**src/rtl/sticky_pkg.sv**
```systemverilog
// Shared types and helpers for the sticky flag bank.
package sticky_pkg;

  // Per-channel state; encodings are fixed so they read sensibly in waveforms.
  typedef enum logic [1:0] {
    StDisarmed = 2'd0,
    StArmed    = 2'd1,
    StQual     = 2'd2,
    StLatched  = 2'd3
  } chan_state_e;

  // Debounce run counter width, large enough for DEBOUNCE up to 15.
  localparam int unsigned RunW = 4;

  // Widest event counter supported; the helper works at this width.
  localparam int unsigned MaxCntW = 16;

  // Increment val, holding at the all-ones value of a width-bit counter.
  function automatic logic [MaxCntW-1:0] sat_inc(input logic [MaxCntW-1:0] val,
                                                  input int unsigned       width);
    logic [MaxCntW:0] lim;
    lim = (17'd1 << width) - 17'd1;
    if ({1'b0, val} >= lim) begin
      return val;
    end
    return val + 16'd1;
  endfunction

endpackage

```
**src/rtl/sticky_chan.sv**
```systemverilog
// One sticky event channel: qualification FSM, debounce run counter,
// previous-sample register and saturating event counter.
module sticky_chan
  import sticky_pkg::*;
#(
  parameter int unsigned DEBOUNCE  = 1,
  parameter int unsigned EDGE_MODE = 0,
  parameter int unsigned CNT_W     = 8
) (
  input  logic             clk,
  input  logic             reset_n,
  input  logic             arm,
  input  logic             clear,
  input  logic             clr_ch,
  input  logic             in,
  input  logic             mask,
  output logic             flag,
  output logic             latch_now,
  output logic [CNT_W-1:0] evt_cnt
);

  // Edge mode and single-cycle debounce skip the QUAL state entirely.
  localparam bit          Instant = (EDGE_MODE != 0) || (DEBOUNCE <= 1);
  localparam logic [RunW:0] DebLim = (RunW + 1)'(DEBOUNCE);

  chan_state_e      state_q, state_d;
  logic [RunW-1:0]  run_q, run_d;
  logic             in_d_q;
  logic [CNT_W-1:0] cnt_q, cnt_d;
  logic             rise;
  logic             qual;

  // Qualifying sample selection: unmasked rising edge or unmasked level.
  always_comb begin
    rise = in & ~in_d_q & ~mask;
    qual = (EDGE_MODE != 0) ? rise : (in & ~mask);
  end

  // Next-state: clear beats clr_ch beats arm beats qualification.
  always_comb begin
    state_d = state_q;
    run_d   = run_q;
    if (clear) begin
      state_d = StDisarmed;
      run_d   = '0;
    end else if (clr_ch) begin
      state_d = StArmed;
      run_d   = '0;
    end else begin
      case (state_q)
        StDisarmed: begin
          if (arm) state_d = StArmed;
        end
        StArmed: begin
          if (qual) begin
            if (Instant) begin
              state_d = StLatched;
            end else begin
              state_d = StQual;
              run_d   = RunW'(1);
            end
          end
        end
        StQual: begin
          if (qual) begin
            if (({1'b0, run_q} + 5'd1) >= DebLim) begin
              state_d = StLatched;
              run_d   = '0;
            end else begin
              run_d = run_q + RunW'(1);
            end
          end else begin
            // Any break in the run, masking included, restarts debounce.
            state_d = StArmed;
            run_d   = '0;
          end
        end
        StLatched: begin
          state_d = StLatched;
        end
        default: begin
          state_d = StDisarmed;
          run_d   = '0;
        end
      endcase
    end
  end

  // One-cycle pulse on entry to LATCHED; never asserted under clear.
  always_comb begin
    latch_now = (state_d == StLatched) && (state_q != StLatched);
  end

  // Event counter: counts unmasked rising edges while not disarmed, saturating.
  always_comb begin
    cnt_d = cnt_q;
    if (clear) begin
      cnt_d = '0;
    end else if (rise && (state_q != StDisarmed)) begin
      cnt_d = CNT_W'(sat_inc(MaxCntW'(cnt_q), CNT_W));
    end
  end

  // State, run count, previous input and counter registers.
  always_ff @(posedge clk or negedge reset_n) begin
    if (!reset_n) begin
      state_q <= StDisarmed;
      run_q   <= '0;
      in_d_q  <= 1'b0;
      cnt_q   <= '0;
    end else begin
      state_q <= state_d;
      run_q   <= run_d;
      in_d_q  <= in;
      cnt_q   <= cnt_d;
    end
  end

  assign flag    = (state_q == StLatched);
  assign evt_cnt = cnt_q;

endmodule

```
**src/rtl/sticky_flag_bank.sv**
```systemverilog
// Multi-channel sticky event latch with first-to-fire capture across the bank.
module sticky_flag_bank
  import sticky_pkg::*;
#(
  parameter int unsigned NCH       = 8,
  parameter int unsigned DEBOUNCE  = 1,
  parameter int unsigned EDGE_MODE = 0,
  parameter int unsigned CNT_W     = 8
) (
  input  logic                                  clk,
  input  logic                                  reset_n,
  input  logic                                  arm,
  input  logic                                  clear,
  input  logic [NCH-1:0]                        clr_ch,
  input  logic [NCH-1:0]                        in,
  input  logic [NCH-1:0]                        mask,
  output logic [NCH-1:0]                        flag,
  output logic                                  any_flag,
  output logic                                  first_valid,
  output logic [((NCH > 1) ? $clog2(NCH) : 1)-1:0] first_idx,
  output logic [NCH*CNT_W-1:0]                  evt_cnt
);

  localparam int unsigned IdxW = (NCH > 1) ? $clog2(NCH) : 1;

  logic [NCH-1:0]  latch_now;
  logic [IdxW-1:0] enc_idx;
  logic            any_flag_q, any_flag_d;
  logic            first_valid_q, first_valid_d;
  logic [IdxW-1:0] first_idx_q, first_idx_d;

  for (genvar i = 0; i < NCH; i++) begin : g_chan
    sticky_chan #(
      .DEBOUNCE  (DEBOUNCE),
      .EDGE_MODE (EDGE_MODE),
      .CNT_W     (CNT_W)
    ) u_chan (
      .clk       (clk),
      .reset_n   (reset_n),
      .arm       (arm),
      .clear     (clear),
      .clr_ch    (clr_ch[i]),
      .in        (in[i]),
      .mask      (mask[i]),
      .flag      (flag[i]),
      .latch_now (latch_now[i]),
      .evt_cnt   (evt_cnt[i*CNT_W +: CNT_W])
    );
  end

  // Lowest-index priority encoder over this cycle's latch events.
  always_comb begin
    enc_idx = '0;
    for (int i = int'(NCH) - 1; i >= 0; i--) begin
      if (latch_now[i]) enc_idx = IdxW'(i);
    end
  end

  // any_flag tracks the flags' next value so it moves on the same edge.
  always_comb begin
    any_flag_d = ~clear & (|((flag & ~clr_ch) | latch_now));
  end

  // First capture loads once per clear/reset interval; clr_ch leaves it alone.
  always_comb begin
    first_valid_d = first_valid_q;
    first_idx_d   = first_idx_q;
    if (clear) begin
      first_valid_d = 1'b0;
      first_idx_d   = '0;
    end else if (!first_valid_q && (|latch_now)) begin
      first_valid_d = 1'b1;
      first_idx_d   = enc_idx;
    end
  end

  // Bank-level status registers.
  always_ff @(posedge clk or negedge reset_n) begin
    if (!reset_n) begin
      any_flag_q    <= 1'b0;
      first_valid_q <= 1'b0;
      first_idx_q   <= '0;
    end else begin
      any_flag_q    <= any_flag_d;
      first_valid_q <= first_valid_d;
      first_idx_q   <= first_idx_d;
    end
  end

  assign any_flag    = any_flag_q;
  assign first_valid = first_valid_q;
  assign first_idx   = first_idx_q;

endmodule
```
**config.mk**
```make
export PLATFORM = sky130hd
export DESIGN_NAME = sticky_flag_bank
export DESIGN_NICKNAME = d
export VERILOG_FILES = /design/src/rtl/sticky_pkg.sv /design/src/rtl/sticky_chan.sv /design/src/rtl/sticky_flag_bank.sv
export SDC_FILE = /design/constraint.sdc
export NUM_CORES = 1
export LEC_CHECK = 0
export ABC_AREA = 0
export CAP_MARGIN = 10
export CORE_AREA = 4 4 136 112
export DETAILED_ROUTE_END_ITERATION = 12
export DIE_AREA = 0 0 140 116
export PLACE_DENSITY = 0.75
export SLEW_MARGIN = 20
export SYNTH_ARGS = -nofsm -noshare
export SYNTH_HDL_FRONTEND = slang
export SYNTH_HIERARCHICAL = 1
export SYNTH_SLANG_ARGS = --single-unit
```
**constraint.sdc**
```tcl
create_clock -name clk -period 2.4 [get_ports clk]
set_input_delay 0.48 -clock clk [delete_from_list [all_inputs] [get_ports clk]]
set_output_delay 0.48 -clock clk [all_outputs]
set_load 0.005 [all_outputs]
```
==> results.toml <==
[die]
ios = 105
start_util_pct = 47.5
row_count = 39
die-area_um2 = 16200
core_region_area_um2 = 14000
die_w_um = 140
die_h_um = 116

[worst_setup_path]
cp_cell_sequence = "inv_2 > ha_4 > nor4b_4 > o2111ai_2 > a21oi_2 > nor3b_2 > or4_4 > nor4b_4 > o21a_1 > a32o_1"
cp.arrival_ns = 3.02
required_ns = 2.75
crit_type = "reg -> reg"
reg2reg_to = "first_idx[2]$_DFFE_PN0P_"
r2r_setup_slack_ns = -0.28
r2r_start = "g_chan[7].u_chan/run_q[0]$_DFFE_PN0P_"
slowest_delay_ns = 0.56
crit_fanout = 5
start_kind = "flip-flop"
cpMostUsedCell = "nor4b_4"
worstSetupEndpointType = "flip-flop"
r2r_cells = 10
crit_slowest_cell = "or4_4"

[sta]
final.setup.tns_ns = -1.14
hold_viol_final = 0
hold_slack_ns = 0.0887
drv_slew = 0
finalWorstSetupSlack_ns = -0.278
rsz0062_at_grt = "yes"
finalSetupViolCount = 5
max_clock_freq_mhz = 373
fin_skew_ns = 0.0112
period_needed_ns = 2.68
slew_headroom_pct = 49.6
min_period_over_period_pct = 112
tightest_slew_ns = 0.756

[routing]
drc = 0
routedWlPerCell_um = 15.7
met2_length_mm = 8.22
wl_mm = 16.5
vias = 5731
ant_nets = 0
met1Wirelength_mm = 7.42
drt-pass1-iter-count = 5
initialDrtViolationCount = 335
vias_per_cell = 5.44
wl_met3_um = 602
top_layer = "met4"

[place]
dp_cells = 1018
place_congestion = 0.864
dp_slack_ns = -0.649
post-dp-hpwl_mm = 11.4
portBuffers = 104

[yosys]
synth-edff-count = 0
synth_sequential_area_ratio_pct = 47.1
yosys-top-cells-area = "dfrtp_1 47%, nor2_1 5.1%, ha_1 4.5%"
avgSynthCellArea_um2 = 9.77
ys_warn_count = 6
synth_xor_area_share_pct = 1.98
synth_fa_ha_area_share_pct = 5.58
ys_types = 48
synth_compound_area_share_pct = 10.3
synth_top_flop_cell = "dfrtp_1"
syn_inst = 679
synth.cell_area_um2 = 6640
synthMuxAreaShare_pct = 4.64
yosys.area.top_type_share_pct = 47.1
synth_nets = 731
synthArstFlopShare_pct = 100
synth_seq_cells = 125
synth_top_family_by_area = "simple AND/OR/NAND/NOR gates"
yosysTopAreaCell = "dfrtp_1"
synth-simple-area-share_pct = 26.9

[cells_and_area]
drive_gt1_share_pct = 19.0
final_cells = 1054
nets = 910
antenna_cells = 0
syn2layout_area_growth_pct = 37.4

[global_routing]
grt_start_max_net_pins = 126
grt_pass1_vias = 5791
gr-usage-all-layers_pct = 20.9
grt_overflow_total = 0
antenna_found_initial = 0
grt_pass1_wl_mm = 27.6

[power_and_ir_drop]
ir_drop_uv = 501
p_leak_nw = 4.08
power_mw = 5.22
power_density_nw_per_um2 = 573

[cts]
cts_tree = "yes"
cts_hold_buf = 0
cts_root_buf = "clkbuf_16"
clkSinkCount = 125
cts_max_level = 4
worstSkewPairLatency_ns = 0.42
cts_made_buffers = 17
cts_buffer_depth = 2
clkSlewWorstSetupHoldPaths_ns = 0.06

[run_status]
violations = "setup timing"
status = "finished, violations left"

[job]
maxCapViolCount = 0

[min_path]
hold_path_class = "in -> async"
layout by cell type, fill, tap and decap left out, drive strengths merged, types with 3 or more instances in the layout:
| master | synthesis | layout |
|---|---|---|
| a211oi | 8 | 8 |
| a21oi | 32 | 32 |
| a31oi | 7 | 7 |
| and2 | 24 | 24 |
| and2b | 9 | 9 |
| and3 | 7 | 7 |
| and3b | 8 | 8 |
| and4b | 7 | 7 |
| buf | 1 | 67 |
| bufinv | 0 | 3 |
| clkbuf | 8 | 25 |
| clkdlybuf4s50 | 0 | 102 |
| clkinv | 0 | 3 |
| dfrtp | 125 | 125 |
| ha | 24 | 24 |
| inv | 50 | 50 |
| maj3 | 7 | 7 |
| mux2 | 14 | 14 |
| mux2i | 15 | 15 |
| nand2 | 24 | 24 |
| nand3 | 25 | 25 |
| nand4 | 22 | 22 |
| nor2 | 90 | 90 |
| nor2b | 21 | 21 |
| nor3 | 15 | 15 |
| nor3b | 8 | 8 |
| nor4 | 18 | 18 |
| nor4b | 9 | 9 |
| o2111ai | 8 | 8 |
| o211ai | 9 | 9 |
| o21ai | 33 | 33 |
| o22ai | 4 | 4 |
| o31ai | 4 | 4 |
| or2 | 7 | 7 |
| or3 | 11 | 11 |
| or4 | 5 | 5 |
| xor2 | 15 | 15 |
per-layer routing:
layer  vias to the layer above  global-route usage (%)
met3                        26                    4.50
met4                         0                    8.13
met2                       125                    36.5
met5                         -                       0
met1                      2784                    25.7
li1                       2796                       -
area by class of cell:
type,count,area [um^2]
Inverter,50,188
Fill cell,1107,4840
Multi-Input combinational cell,495,3410
Timing Repair Buffer,169,1540
Clock buffer,25,515
Tap cell,184,230
Clock inverter,6,105
Sequential cell,125,3130
worst max-delay path, delay by kind of cell (launching register included):
kind	cells	cell delay, ns
buffers and inverters	1	0.09
adder cells (fa/ha/maj)	1	0.20
AND/OR/NAND/NOR	4	1.25
flip-flops	1	0.40
AO/OA/AOI/OAI	4	0.68
how the worst max path moves through the flow:
stage                                                startpoint                       end  depth (start not counted)
after detailed placement                                mask[6]  first_idx[1]$_DFFE_PN0P_                          9
after global placement                                  mask[6]  first_idx[1]$_DFFE_PN0P_                          9
after global routing      g_chan[5].u_chan/run_q[0]$_DFFE_PN0P_  first_idx[2]$_DFFE_PN0P_                         10
after CTS                 g_chan[7].u_chan/run_q[0]$_DFFE_PN0P_  first_idx[2]$_DFFE_PN0P_                         10
final                     g_chan[7].u_chan/run_q[0]$_DFFE_PN0P_  first_idx[2]$_DFFE_PN0P_                         10
after floorplan           g_chan[7].u_chan/run_q[1]$_DFFE_PN0P_  first_idx[1]$_DFFE_PN0P_                         10
power breakdown:
group | internal (mW) | switching (mW)
Combinational | 0.170 | 0.201
Clock | 1.79 | 0.894
Sequential | 2.14 | 0.0309
Total | 4.10 | 1.13
flip-flops by register name, indices dropped and copies added, names as in the netlist:
signal and count:
any_flag 1, g_chan.u_chan/evt_cnt 64, first_idx 3, first_valid 1
g_chan.u_chan/in_d_q 8, g_chan.u_chan/state_q 16, g_chan.u_chan/run_q 32
per-stage QoR:
step	utilization, %	cell area, um^2
finish	65.3	9110
global route	65.3	9110
CTS	64.8	9040
detailed placement	59.9	8360
global placement	59.9	8360
floorplan	-	6670
synthesized netlist by cell type, types with 18 or more instances:
cell       n
nor4_1    18
a21oi_1   32
ha_1      24
and2_1    23
nand2_1   24
dfrtp_1  125
inv_1     50
nor2b_1   21
nor2_1    90
nand3_1   25
o21ai_0   33
cell families after synthesis:
family,count (synthesis)
fa+ha+maj,31
xor+xnor,15
buf+inv,59
flops,125
simple gates,310
compound gates,110
mux,29
repair_timing:
item                                    in CTS  in global routing
setup buffers                                2                  3
pin swaps                                   14                 16
resized for setup                           11                 11
endpoints found under the setup margin       5                  5
Power figures use the tool's default switching activity.
